==> config.mk <==
export PLATFORM = sky130hd
export DESIGN_NAME = keypad_scanner
export DESIGN_NICKNAME = d
export VERILOG_FILES = /design/src/rtl/keypad_scanner.sv
export SDC_FILE = /design/constraint.sdc
export NUM_CORES = 1
export LEC_CHECK = 0
export CAP_MARGIN = 20
export CORE_MARGIN = 3
export CORE_UTILIZATION = 50
export CTS_BUF_LIST = sky130_fd_sc_hd__clkbuf_2
export DETAILED_ROUTE_END_ITERATION = 7
export PLACE_DENSITY = 0.73
export SYNTH_ARGS = -nofsm -noshare
export SYNTH_HDL_FRONTEND = slang
export SYNTH_SLANG_ARGS = --single-unit
==> constraint.sdc <==
create_clock -name clk -period 1.95 [get_ports clk]
set_input_delay 0.39 -clock clk [delete_from_list [all_inputs] [get_ports clk]]
set_output_delay 0.39 -clock clk [all_outputs]
set_load 0.005 [all_outputs]
==> src/rtl/keypad_scanner.sv <==
// 4x3 matrix keypad scanner: strobes one active-low row at a time, debounces a single
// key press/release and publishes the {row_n, col_n} code with press/valid strobes.
module keypad_scanner #(
  parameter int unsigned SCAN_DIV     = 1000,
  parameter int unsigned DEBOUNCE_CNT = 20
) (
  input  logic       clk,
  input  logic       rst_n,
  input  logic [2:0] col_n,
  output logic [3:0] row_n,
  output logic [6:0] keyboard,
  output logic       key_valid,
  output logic       key_press
);

  localparam int unsigned DivW = (SCAN_DIV > 1) ? $clog2(SCAN_DIV) : 1;
  localparam int unsigned CntW = $clog2(DEBOUNCE_CNT + 1);
  localparam logic [DivW-1:0] DivLast = DivW'(SCAN_DIV - 1);
  // A count of DEBOUNCE_CNT-1 plus the current matching sample makes DEBOUNCE_CNT.
  localparam logic [CntW-1:0] CntLast = CntW'(DEBOUNCE_CNT - 1);

  typedef enum logic [1:0] {StScan, StDebounce, StHeld} state_e;

  logic [2:0]      col_meta_q;
  logic [2:0]      col_s;
  state_e          state_q;
  logic [DivW-1:0] div_q;
  logic [CntW-1:0] deb_cnt_q;
  logic [CntW-1:0] rel_cnt_q;
  logic [6:0]      cand_q;
  logic            sample;
  logic            col_valid;
  logic [3:0]      row_next;

  assign sample    = (div_q == DivLast);
  assign col_valid = (col_s == 3'b011) || (col_s == 3'b101) || (col_s == 3'b110);
  assign row_next  = {row_n[0], row_n[3:1]};

  always_ff @(posedge clk or negedge rst_n) begin
    if (!rst_n) begin
      col_meta_q <= 3'b111;
      col_s      <= 3'b111;
    end else begin
      col_meta_q <= col_n;
      col_s      <= col_meta_q;
    end
  end

  always_ff @(posedge clk or negedge rst_n) begin
    if (!rst_n) begin
      state_q   <= StScan;
      div_q     <= '0;
      deb_cnt_q <= '0;
      rel_cnt_q <= '0;
      cand_q    <= 7'h7f;
      row_n     <= 4'b0111;
      keyboard  <= 7'h7f;
      key_valid <= 1'b0;
      key_press <= 1'b0;
    end else begin
      key_press <= 1'b0;
      div_q     <= sample ? '0 : div_q + DivW'(1);
      if (sample) begin
        unique case (state_q)
          StScan: begin
            if (col_valid) begin
              cand_q <= {row_n, col_s};
              if (DEBOUNCE_CNT == 1) begin
                state_q   <= StHeld;
                keyboard  <= {row_n, col_s};
                key_valid <= 1'b1;
                key_press <= 1'b1;
                rel_cnt_q <= '0;
              end else begin
                deb_cnt_q <= CntW'(1);
                state_q   <= StDebounce;
              end
            end else begin
              row_n <= row_next;
            end
          end
          StDebounce: begin
            if (col_s == cand_q[2:0]) begin
              if (deb_cnt_q == CntLast) begin
                state_q   <= StHeld;
                keyboard  <= cand_q;
                key_valid <= 1'b1;
                key_press <= 1'b1;
                rel_cnt_q <= '0;
              end else begin
                deb_cnt_q <= deb_cnt_q + CntW'(1);
              end
            end else begin
              state_q <= StScan;
              row_n   <= row_next;
            end
          end
          StHeld: begin
            // Only an all-open sample counts toward release; anything else restarts it.
            if (col_s == 3'b111) begin
              if (rel_cnt_q == CntLast) begin
                state_q   <= StScan;
                keyboard  <= 7'h7f;
                key_valid <= 1'b0;
                rel_cnt_q <= '0;
                row_n     <= row_next;
              end else begin
                rel_cnt_q <= rel_cnt_q + CntW'(1);
              end
            end else begin
              rel_cnt_q <= '0;
            end
          end
          default: state_q <= StScan;
        endcase
      end
    end
  end

endmodule

==> flow_summary_export.csv, run 1 <==
group,metric,value,unit
clock_tree,cts_tree,"built",
floorplan,rows,22,
sta,slew_headroom,0.621,
detailed_routing,drt_wl_total,4.54,mm
sta,fin_ws,-0.000552,ns
place,numPortBuffers,17,
detailed_routing,dr_wl_met2,2.40,mm
sta,fin_crit_sh,1.00,
synthesis,avgSynthCellArea,11.9,µm²
global_routing,grt_max_degree,26,
clock_tree,cts_buffers,5,
place,place_ws,-0.123,ns
synthesis,yosysMostFrequentCell,"dfrtp_1",
global_routing,overflow,0,
clock_tree,clk_latency,0.42,ns
detailed_routing,vias_per_cell,5.66,
worst_setup_path,cp_max_fo,5,
global_routing,antenna_found_initial,0,
synthesis,synth_seq_area_share,0.586,
sta,tns,-0.000552,ns
pwr,leakagePower,1.40,nW
global_routing,grt_pass1_vias,1667,
place,dpl-instance-area,0.00253,mm²
synthesis,synth_edf_count,0,
place,place_congestion,0.873,
worst_hold_path,whs_path_depth,1,
clock_tree,clk_pin_slew,0.22,ns
pwr,p_per_area,598,mW/mm²
sta,tightestPinTransition,0.569,ns
synthesis,synth_commonest_cells,"dfrtp_1, dfstp_2, nor2_1, mux2_2, nand2_1",
pwr,pwr-share-clk,0.377,
cells_and_area,finalNonFillerCells,283,
detailed_routing,wl_per_cell,16.1,µm
status,outcome,"complete, but fails checks",
detailed_routing,drc_errors,0,
pwr,combPwrFrac,0.039,
sta,period_needed,1.95,ns
synthesis,synth_top_area_share,0.298,
clock_tree,numClockSinks,48,
pwr,internal_power,1.39,mW
sta,rsz0062_at_grt,"true",
sta,max_freq,513,MHz
detailed_routing,drtAntennaViolNets,0,
place,dpl.hpwl,3.07,mm
worst_setup_path,r2r_cells,8,
clock_tree,clockBufferDepth,2,
cells_and_area,area_growth,38.9,%
synthesis,ys_ff_latch,48,
worst_setup_path,worstPathArrival,2.30,ns
worst_setup_path,cp_data_required_time,2.30,ns
pwr,switching_power,0.349,mW
sta,fin_skew,0.0192,ns
worst_setup_path,critPathLaunchType,"flip-flop",
floorplan,die_w,70.8,µm
floorplan,die_area,0.00501,mm²
detailed_routing,wl_met3,162,µm
run,drv_cap,0,
sta,slew_viol_final,0,
detailed_routing,vias,1602,
worst_hold_path,holdCritStartpoint,"col_n[1]",
worst_setup_path,crit_type,"flip-flop to flip-flop",
pwr,p_sw_frac,0.200,
worst_setup_path,endpoint_kind,"flip-flop",
sta,final-hold-violation-count,0,
cells_and_area,layout-drive-gt1-share,0.455,
worst_setup_path,r2r_slack,-0.0006,ns
synthesis,syn_nets,185,
detailed_routing,wl_met1,1.91,mm
detailed_routing,first_pass_iters,5,
detailed_routing,first_iter_violations,106,
worst_hold_path,hold_path_end,"col_meta_q[1]$_DFF_PN1_",
worst_hold_path,min_path_type,"input port to flip-flop",
synthesis,synth-async-reset-ratio,1.00,
worst_setup_path,reg2reg_from,"col_s[2]$_DFF_PN1_",
cells_and_area,antenna_cells,0,
sta,whs,0.353,ns
floorplan,coreArea,0.00385,mm²
sta,finalSetupViolCount,1,
cells_and_area,fin_util,0.757,
synthesis,yosysUniqueCellTypes,32,
floorplan,initial_core_util,0.545,
synthesis,netlist_area,0.00210,mm²
synthesis,yosysWarnings,0,
global_routing,grt_pass1_wl,7.72,mm
pwr,irDropWorstVdd,0.433,mV
synthesis,yosysTopAreaCell,"dfrtp_1",
pwr,seqPwrFrac,0.583,
pwr,fin_total_pwr,1.74,mW
cells_and_area,layout.nets,242,
synthesis,synthTopCellsByArea,"dfrtp_1, dfstp_2, mux2_2",
floorplan,io_pins,18,
detailed_routing,top_layer,"met4",
global_routing,track_usage,0.191,
place,dp.cells,264,
clock_tree,cts_root_buffer,"clkbuf_2",
worst_setup_path,r2r_end,"deb_cnt_q[2]$_DFFE_PN0P_",
synthesis,synthCells,177,
cells_and_area,stdcell_area,0.00292,mm²
clock_tree,cts_max_level,2,
floorplan,die_y,70.8,µm
status,violations,"negative setup slack",
synthesis,synth_flop_cell,"dfrtp_1",
[final cells by class]
class,instances,area (µm²)
multi-input combinational,121,1030
clock buffer,6,30.0
fill,231,937
tap,48,60.1
sequential,48,1230
clock inverter,2,60.1
timing repair buffer,51,479
inverter,7,26.3
[worst max-delay path: stages (launching register included)]
cell,delay (ns)
dfstp_2,0.63
buf_6,0.12
xor2_1,0.07
nor3_2,0.17
buf_4,0.17
o221ai_4,0.13
buf_6,0.15
or3_4,0.32
a21oi_2,0.12
[cell families after synthesis]
| kind of cell | after synthesis | share of synthesized area |
|---|---|---|
| buffers and inverters | 8 | 0.0143 |
| muxes | 13 | 0.0697 |
| and+or+nand+nor | 58 | 0.141 |
| adders and majority gates | 3 | 0.0179 |
| xor gates and xnor gates | 10 | 0.0417 |
| DFF | 48 | 0.586 |
| AOI/OAI and AO/OA | 37 | 0.130 |
[routing by layer]
| metal | GRT usage | up-vias |
|---|---|---|
| met1 | 0.242 | 803 |
| met4 | 0.0605 | 0 |
| met5 | 0 | - |
| li1 | - | 754 |
| met3 | 0.0497 | 8 |
| met2 | 0.320 | 37 |
[sequential cells by signal (all words and copies together) (netlist names)]
| name | flops |
|---|---|
| state_q | 2 |
| cand_q | 7 |
| row_n | 4 |
| col_meta_q | 3 |
| deb_cnt_q | 5 |
| rel_cnt_q | 5 |
| key_press | 1 |
| key_valid | 1 |
| keyboard | 7 |
| col_s | 3 |
| div_q | 10 |
[layout by cell type (no fill, tap or decap), types with 2 or more instances in the layout]
cell / instances
buf_4: 27
dfrtp_1: 25
dfstp_2: 23
nor2_1: 15
mux2_2: 13
nand2_1: 10
dlymetal6s2s_1: 10
nand3_1: 9
o21ai_0: 8
inv_1: 7
o22a_1: 7
clkbuf_2: 6
clkdlybuf4s50_1: 6
a21oi_1: 5
buf_6: 5
xor2_1: 4
a21oi_2: 4
xnor2_1: 3
nor3_2: 3
nand2_2: 2
or3_4: 2
nor2b_1: 2
xor2_2: 2
nand4_1: 2
nor2_4: 2
o21ai_1: 2
a221o_1: 2
ha_1: 2
bufinv_16: 2
[worst max path at each step]
stage                  startpoint                  endpoint  slack, ns  cells after the start
4_1_cts        col_s[2]$_DFF_PN1_  deb_cnt_q[2]$_DFFE_PN0P_      -0.06                      6
6_report       col_s[2]$_DFF_PN1_  deb_cnt_q[2]$_DFFE_PN0P_    -0.0006                      8
2_1_floorplan  div_q[3]$_DFF_PN0_      row_n[3]$_DFFE_PN0P_      -0.03                      6
3_5_place_dp   div_q[3]$_DFF_PN0_      row_n[3]$_DFFE_PN0P_      -0.12                      5
3_3_place_gp   div_q[3]$_DFF_PN0_      row_n[3]$_DFFE_PN0P_      -0.04                      5
5_1_grt        col_s[1]$_DFF_PN1_  deb_cnt_q[2]$_DFFE_PN0P_      -0.08                      6
[power groups by stage]
stage / Combinational, mW / Clock (mW) / Sequential (mW)
after global routing: 0.0755 / 0.711 / 1.02
final: 0.0686 / 0.658 / 1.02
after CTS: 0.0666 / 0.669 / 1.02
after global placement: 0.0569 / 0 / 1.03
after floorplan: 0.0154 / 0 / 1.03
after detailed placement: 0.0587 / 0 / 1.03
[what timing repair did]
| item | in CTS | in global routing |
|---|---|---|
| hold buffers | 1 | 0 |
| setup endpoints to repair | 14 | 32 |
| endpoints found under the hold margin | 19 | 0 |
| gates resized for setup | 17 | 30 |
| pin swaps | 8 | 12 |
| buffers inserted | 6 | 4 |
Power figures use the tool's default switching activity.
==> inputs of run 2 (changes only) <==
- PLACE_DENSITY: 0.73 -> 0.71
- clock period: 1.95 -> 1.9 ns (I/O delays scaled with it)
==> run 2 against run 1 <==
The flow still finishes with violations (negative setup slack). Via count up 1.1%. Clock-buffer cell count is the same. Critical path depth is 2 lower. Clock skew is 0.013 ns higher. Sequential share of layout area is 1.1 points higher. Register-to-register slack got worse by 0.14 ns. Utilization is 2.0 points lower. Combinational power rose by 16%. Clock power down 38%. Critical endpoint is now deb_cnt_q[4]$_DFFE_PN0P_.
==> flow_summary_export.csv, run 2 (synthesis gave the netlist of run 1 again) <==
group,metric,value,unit
detailed_routing,first_iter_violations,75,
global_routing,antenna_found_initial,0,
worst_setup_path,cp_data_required_time,2.28,ns
sta,rsz0062_at_grt,"true",
place,numPortBuffers,17,
global_routing,grt_max_degree,26,
global_routing,overflow,0,
pwr,switching_power,0.365,mW
cells_and_area,layout-drive-gt1-share,0.436,
worst_setup_path,r2r_slack,-0.14,ns
place,dpl.hpwl,3.21,mm
cells_and_area,top_register,"div_q",
sta,tns,-0.836,ns
pwr,p_sw_frac,0.238,
global_routing,grt_pass1_vias,1619,
sta,fin_skew,0.0320,ns
global_routing,grt_pass1_wl,7.56,mm
worst_setup_path,worstPathArrival,2.42,ns
floorplan,initial_core_util,0.545,
cells_and_area,antenna_cells,0,
sta,fin_ws,-0.143,ns
cells_and_area,area_growth,35.3,%
sta,max_freq,489,MHz
floorplan,die_y,70.8,µm
cells_and_area,layout.nets,248,
place,place_congestion,0.823,
sta,tightestPinTransition,0.546,ns
floorplan,coreArea,0.00385,mm²
clock_tree,numClockSinks,48,
status,violations,"negative setup slack",
sta,final-hold-violation-count,0,
worst_setup_path,cp_max_fo,5,
pwr,pwr-share-clk,0.268,
sta,period_needed,2.04,ns
sta,fin_crit_sh,1.08,
cells_and_area,fillers,269,
status,outcome,"complete, but fails checks",
sta,finalSetupViolCount,15,
clock_tree,cts_root_buffer,"clkbuf_2",
sta,slew_viol_final,0,
pwr,combPwrFrac,0.052,
detailed_routing,drtAntennaViolNets,0,
pwr,p_per_area,541,mW/mm²
cells_and_area,final_common_cell,"buf_4",
clock_tree,cts_max_level,2,
clock_tree,cts_buffers,5,
clock_tree,cts_tree,"built",
worst_setup_path,endpoint_kind,"flip-flop",
pwr,seqPwrFrac,0.681,
sta,slew_headroom,0.636,
detailed_routing,drc_errors,0,
clock_tree,clk_pin_slew,0.24,ns
floorplan,rows,22,
detailed_routing,wl_per_cell,16.3,µm
detailed_routing,vias,1620,
pwr,fin_total_pwr,1.54,mW
floorplan,io_pins,18,
floorplan,die_area,0.00501,mm²
detailed_routing,first_pass_iters,4,
detailed_routing,drt_wl_total,4.72,mm
pwr,leakagePower,1.38,nW
worst_hold_path,min_path_type,"input port to flip-flop",
pwr,internal_power,1.17,mW
worst_setup_path,crit_type,"flip-flop to flip-flop",
cells_and_area,largest_reg_flops,10,
clock_tree,clk_latency,0.43,ns
cells_and_area,largestRegisters,"div_q: 10 flops, cand_q: 7 flops, keyboard: 7 flops",
detailed_routing,vias_per_cell,5.61,
pwr,irDropWorstVdd,0.496,mV
floorplan,die_w,70.8,µm
sta,whs,0.322,ns
run,drv_cap,0,
global_routing,track_usage,0.192,
worst_setup_path,critPathLaunchType,"flip-flop",
clock_tree,clockBufferDepth,2,
cells_and_area,final_cell_mix,"buf_4, dfrtp_1, dfstp_2, nor2_1, mux2_2",
-- run 2: changes by cell type in the layout (fill, tap and decap cells not counted), sizes merged --
| cell | change |
|---|---|
| clkinv | +1 |
| dlygate4sd2 | +2 |
| dlymetal6s2s | -2 |
| bufinv | -2 |
| buf | +6 |
| clkinvlp | +1 |
-- run 2: area by class of cell --
class	instances	area (µm²)	area share
inverter	7	26.3	0.00925
timing repair buffer	57	505	0.178
tap	48	60.1	0.0211
clock inverter	2	12.5	0.00441
multi-input combinational	121	976	0.344
sequential	48	1230	0.433
clock buffer	6	30.0	0.0106
-- run 2: critical path: stages, from the launching register on --
cell and delay, ns:
dfstp_2 0.67, xor2_1 0.11, nor3_2 0.30, buf_4 0.17
o221ai_2 0.15, or4_1 0.44, a21oi_1 0.16
-- run 2: worst paths after layout --
| kind | from | endpoint | cells after the start |
|---|---|---|---|
| max | col_s[1]$_DFF_PN1_ | deb_cnt_q[4]$_DFFE_PN0P_ | 6 |
| min | col_n[2] | col_meta_q[2]$_DFF_PN1_ | 1 |
| max reg2reg | col_s[1]$_DFF_PN1_ | deb_cnt_q[4]$_DFFE_PN0P_ | 6 |
| min reg2reg | col_meta_q[1]$_DFF_PN1_ | col_s[1]$_DFF_PN1_ | 0 |
| max in group asynchronous | rst_n | row_n[1]$_DFFE_PN1P_ | 3 |
| min in group asynchronous | rst_n | rel_cnt_q[2]$_DFFE_PN0P_ | 2 |
-- run 2: power by group through the flow --
| stage | combinational [mW] | clock, mW | sequential (mW) |
|---|---|---|---|
| 2_1_floorplan | 0.0178 | 0 | 1.06 |
| 3_3_place_gp | 0.0549 | 0 | 1.06 |
| 3_5_place_dp | 0.0574 | 0 | 1.06 |
| 4_1_cts | 0.0652 | 0.428 | 1.04 |
| 5_1_grt | 0.0863 | 0.474 | 1.05 |
| 6_report | 0.0794 | 0.411 | 1.05 |
-- run 2: timing repair --
action | CTS | global route
hold buffers | 1 | 0
setup buffers | 8 | 6
pin swaps | 7 | 10
endpoints found under the hold margin | 18 | 0
resized for setup | 9 | 18
setup endpoints to repair | 34 | 31
-- run 2: stage by stage --
| step | setup slack, ns | instances | area (µm²) | util |
|---|---|---|---|---|
| 4_1_cts | -0.0416 | 283 | 2710 | 0.703 |
| 3_3_place_gp | 0.00882 | 266 | 2580 | 0.669 |
| 6_report | -0.143 | 289 | 2840 | 0.737 |
| 2_1_floorplan | -0.0334 | 177 | 2170 | - |
| 3_5_place_dp | -0.183 | 266 | 2580 | 0.669 |
| 5_1_grt | -0.201 | 289 | 2840 | 0.737 |
-- run 2: layer usage --
| layer | share of wire | global-route usage |
|---|---|---|
| met2 | 0.51 | 0.316 |
| met4 | 0.020 | 0.0689 |
| met3 | 0.032 | 0.0511 |
| met5 | 0 | 0 |
| met1 | 0.43 | 0.246 |
==> inputs of run 3 (changes only) <==
- SKIP_LAST_GASP: default -> 1
==> run 3 against run 2 <==
The run still ends with negative setup slack left. Worst setup slack gained 0.083 ns. Clock-buffer cell count unchanged. Power up 0.31%. Flip-flop and latch count did not move. Critical path type unchanged. First-iteration DRC count fell by 17%. Sequential power is essentially flat.
==> flow_summary_export.csv, run 3 (synthesis gave the netlist of run 1 again) <==
group,metric,value,unit
status,outcome,"complete, but fails checks",
status,violations,"negative setup slack",
detailed_routing,dr_wl_met2,2.40,mm
worst_setup_path,cp_data_required_time,2.29,ns
sta,final-hold-violation-count,0,
sta,rsz0062_at_grt,"true",
sta,max_freq,510,MHz
worst_setup_path,crit_family,"compound AO/OA/AOI/OAI gates",
cells_and_area,seqCellArea,0.00123,mm²
sta,fin_skew,0.0427,ns
clock_tree,clockBufferDepth,2,
detailed_routing,first_pass_iters,6,
worst_hold_path,hold_path_end,"col_meta_q[2]$_DFF_PN1_",
detailed_routing,first_iter_violations,62,
global_routing,grt_max_degree,26,
detailed_routing,wl_met1,2.06,mm
global_routing,track_usage,0.192,
detailed_routing,drt_wl_total,4.70,mm
cells_and_area,antenna_cells,0,
pwr,irDropWorstVdd,0.497,mV
worst_hold_path,min_path_type,"input port to flip-flop",
place,place_congestion,0.823,
sta,slew_headroom,0.634,
cells_and_area,largestRegisters,"div_q: 10 flops, cand_q: 7 flops, keyboard: 7 flops",
clock_tree,clk_pin_slew,0.25,ns
clock_tree,cts_max_level,2,
sta,slew_viol_final,0,
worst_setup_path,r2r_slack,-0.06,ns
cells_and_area,final_common_cell,"buf_4",
cells_and_area,final_cell_mix,"buf_4, dfrtp_1, dfstp_2, nor2_1, mux2_2",
worst_setup_path,crit_type,"flip-flop to flip-flop",
cells_and_area,multi_input_area,0.00101,mm²
floorplan,die_area,0.00501,mm²
sta,fin_crit_sh,1.03,
worst_hold_path,holdCritStartpoint,"col_n[2]",
cells_and_area,fillers,272,
cells_and_area,layout-drive-gt1-share,0.448,
worst_setup_path,r2r_end,"deb_cnt_q[4]$_DFFE_PN0P_",
global_routing,antenna_found_initial,0,
sta,whs,0.309,ns
cells_and_area,largest_reg_flops,10,
worst_setup_path,worst_path_largest_cell_delay,0.66,ns
run,drv_cap,0,
worst_setup_path,r2r_cells,5,
detailed_routing,top_layer,"met4",
sta,finalSetupViolCount,12,
clock_tree,clk_latency,0.44,ns
floorplan,initial_core_util,0.545,
global_routing,grt_pass1_vias,1617,
cells_and_area,layout.nets,246,
floorplan,rows,22,
detailed_routing,drc_errors,0,
clock_tree,cts_buffers,5,
pwr,fin_total_pwr,1.54,mW
worst_setup_path,critPathLaunchType,"flip-flop",
worst_setup_path,crit_buf_inv,0,
worst_setup_path,worstPathArrival,2.35,ns
global_routing,grt_pass1_wl,7.54,mm
global_routing,overflow,0,
sta,period_needed,1.96,ns
worst_setup_path,path_cells,"xnor2_2, a2111oi_4, o221ai_2, or4_1, a21oi_1",
worst_setup_path,crit_start,"col_s[1]$_DFF_PN1_",
place,dpl.hpwl,3.21,mm
pwr,p_per_area,541,mW/mm²
detailed_routing,drtAntennaViolNets,0,
detailed_routing,wl_met3,165,µm
clock_tree,cts_root_buffer,"clkbuf_2",
worst_setup_path,endpoint_kind,"flip-flop",
clock_tree,cts_tree,"built",
floorplan,coreArea,0.00385,mm²
cells_and_area,area_growth,35.5,%
pwr,leakagePower,1.38,nW
worst_setup_path,reg2reg_from,"col_s[1]$_DFF_PN1_",
detailed_routing,vias,1610,
sta,tightestPinTransition,0.550,ns
worst_setup_path,cp_max_fo,5,
cells_and_area,top_register,"div_q",
clock_tree,numClockSinks,48,
worst_hold_path,whs_path_depth,1,
floorplan,io_pins,18,
sta,fin_ws,-0.0600,ns
floorplan,die_w,70.8,µm
detailed_routing,vias_per_cell,5.61,
worst_setup_path,cpMaxStageDelayCell,"dfstp_2",
detailed_routing,wl_per_cell,16.4,µm
floorplan,die_y,70.8,µm
place,numPortBuffers,17,
==> run 3: worst max path at each step <==
stage / to / slack [ns] / cells past startpoint
global placement: rel_cnt_q[4]$_DFFE_PN0P_ / 0.009 / 5
floorplan: row_n[3]$_DFFE_PN0P_ / -0.03 / 6
detailed placement: rel_cnt_q[4]$_DFFE_PN0P_ / -0.18 / 5
finish: deb_cnt_q[4]$_DFFE_PN0P_ / -0.06 / 5
CTS: deb_cnt_q[4]$_DFFE_PN0P_ / -0.05 / 6
global route: keyboard[3]$_DFFE_PN1P_ / -0.17 / 8
==> run 3: area by class of cell <==
class                           instances  area share
Timing Repair Buffer                   55       0.168
Tap cell                               48      0.0211
Multi-Input combinational cell        121       0.354
Sequential cell                        48       0.432
Inverter                                7     0.00923
Clock inverter                          2     0.00440
Clock buffer                            6      0.0106
==> run 3: power by group <==
part / leakage (nW) / switching (mW) / internal (mW) / total, mW
logic: 0.779 / 0.0405 / 0.0333 / 0.0738
clock network: 0.0290 / 0.327 / 0.0938 / 0.421
registers: 0.573 / 0.00774 / 1.04 / 1.05
total: 1.38 / 0.376 / 1.17 / 1.54
==> run 3: routing by layer <==
metal  vias to the layer above  track usage
li1                        759            -
met1                       805        0.245
met2                        38        0.316
met3                         8       0.0511
met4                         0       0.0689
met5                         -            0
==> run 3: timing repair <==
action | in CTS | in global routing
pin swaps | 6 | 11
setup endpoints to repair | 34 | 31
hold buffers | 1 | 0
hold endpoints to repair | 18 | 0
buffers inserted | 8 | 5
resized for setup | 8 | 28
==> run 3: per-stage QoR <==
stage / setup WS [ns] / instances / cell area [µm²] / utilization / TNS [ns]
after global routing: -0.165 / 287 / 2850 / 0.738 / -2.01
after floorplan: -0.0334 / 177 / 2170 / - / -0.0334
after CTS: -0.0472 / 283 / 2710 / 0.702 / -0.359
final: -0.0600 / 287 / 2850 / 0.738 / -0.375
after global placement: 0.00882 / 266 / 2580 / 0.669 / 0
after detailed placement: -0.183 / 266 / 2580 / 0.669 / -2.26
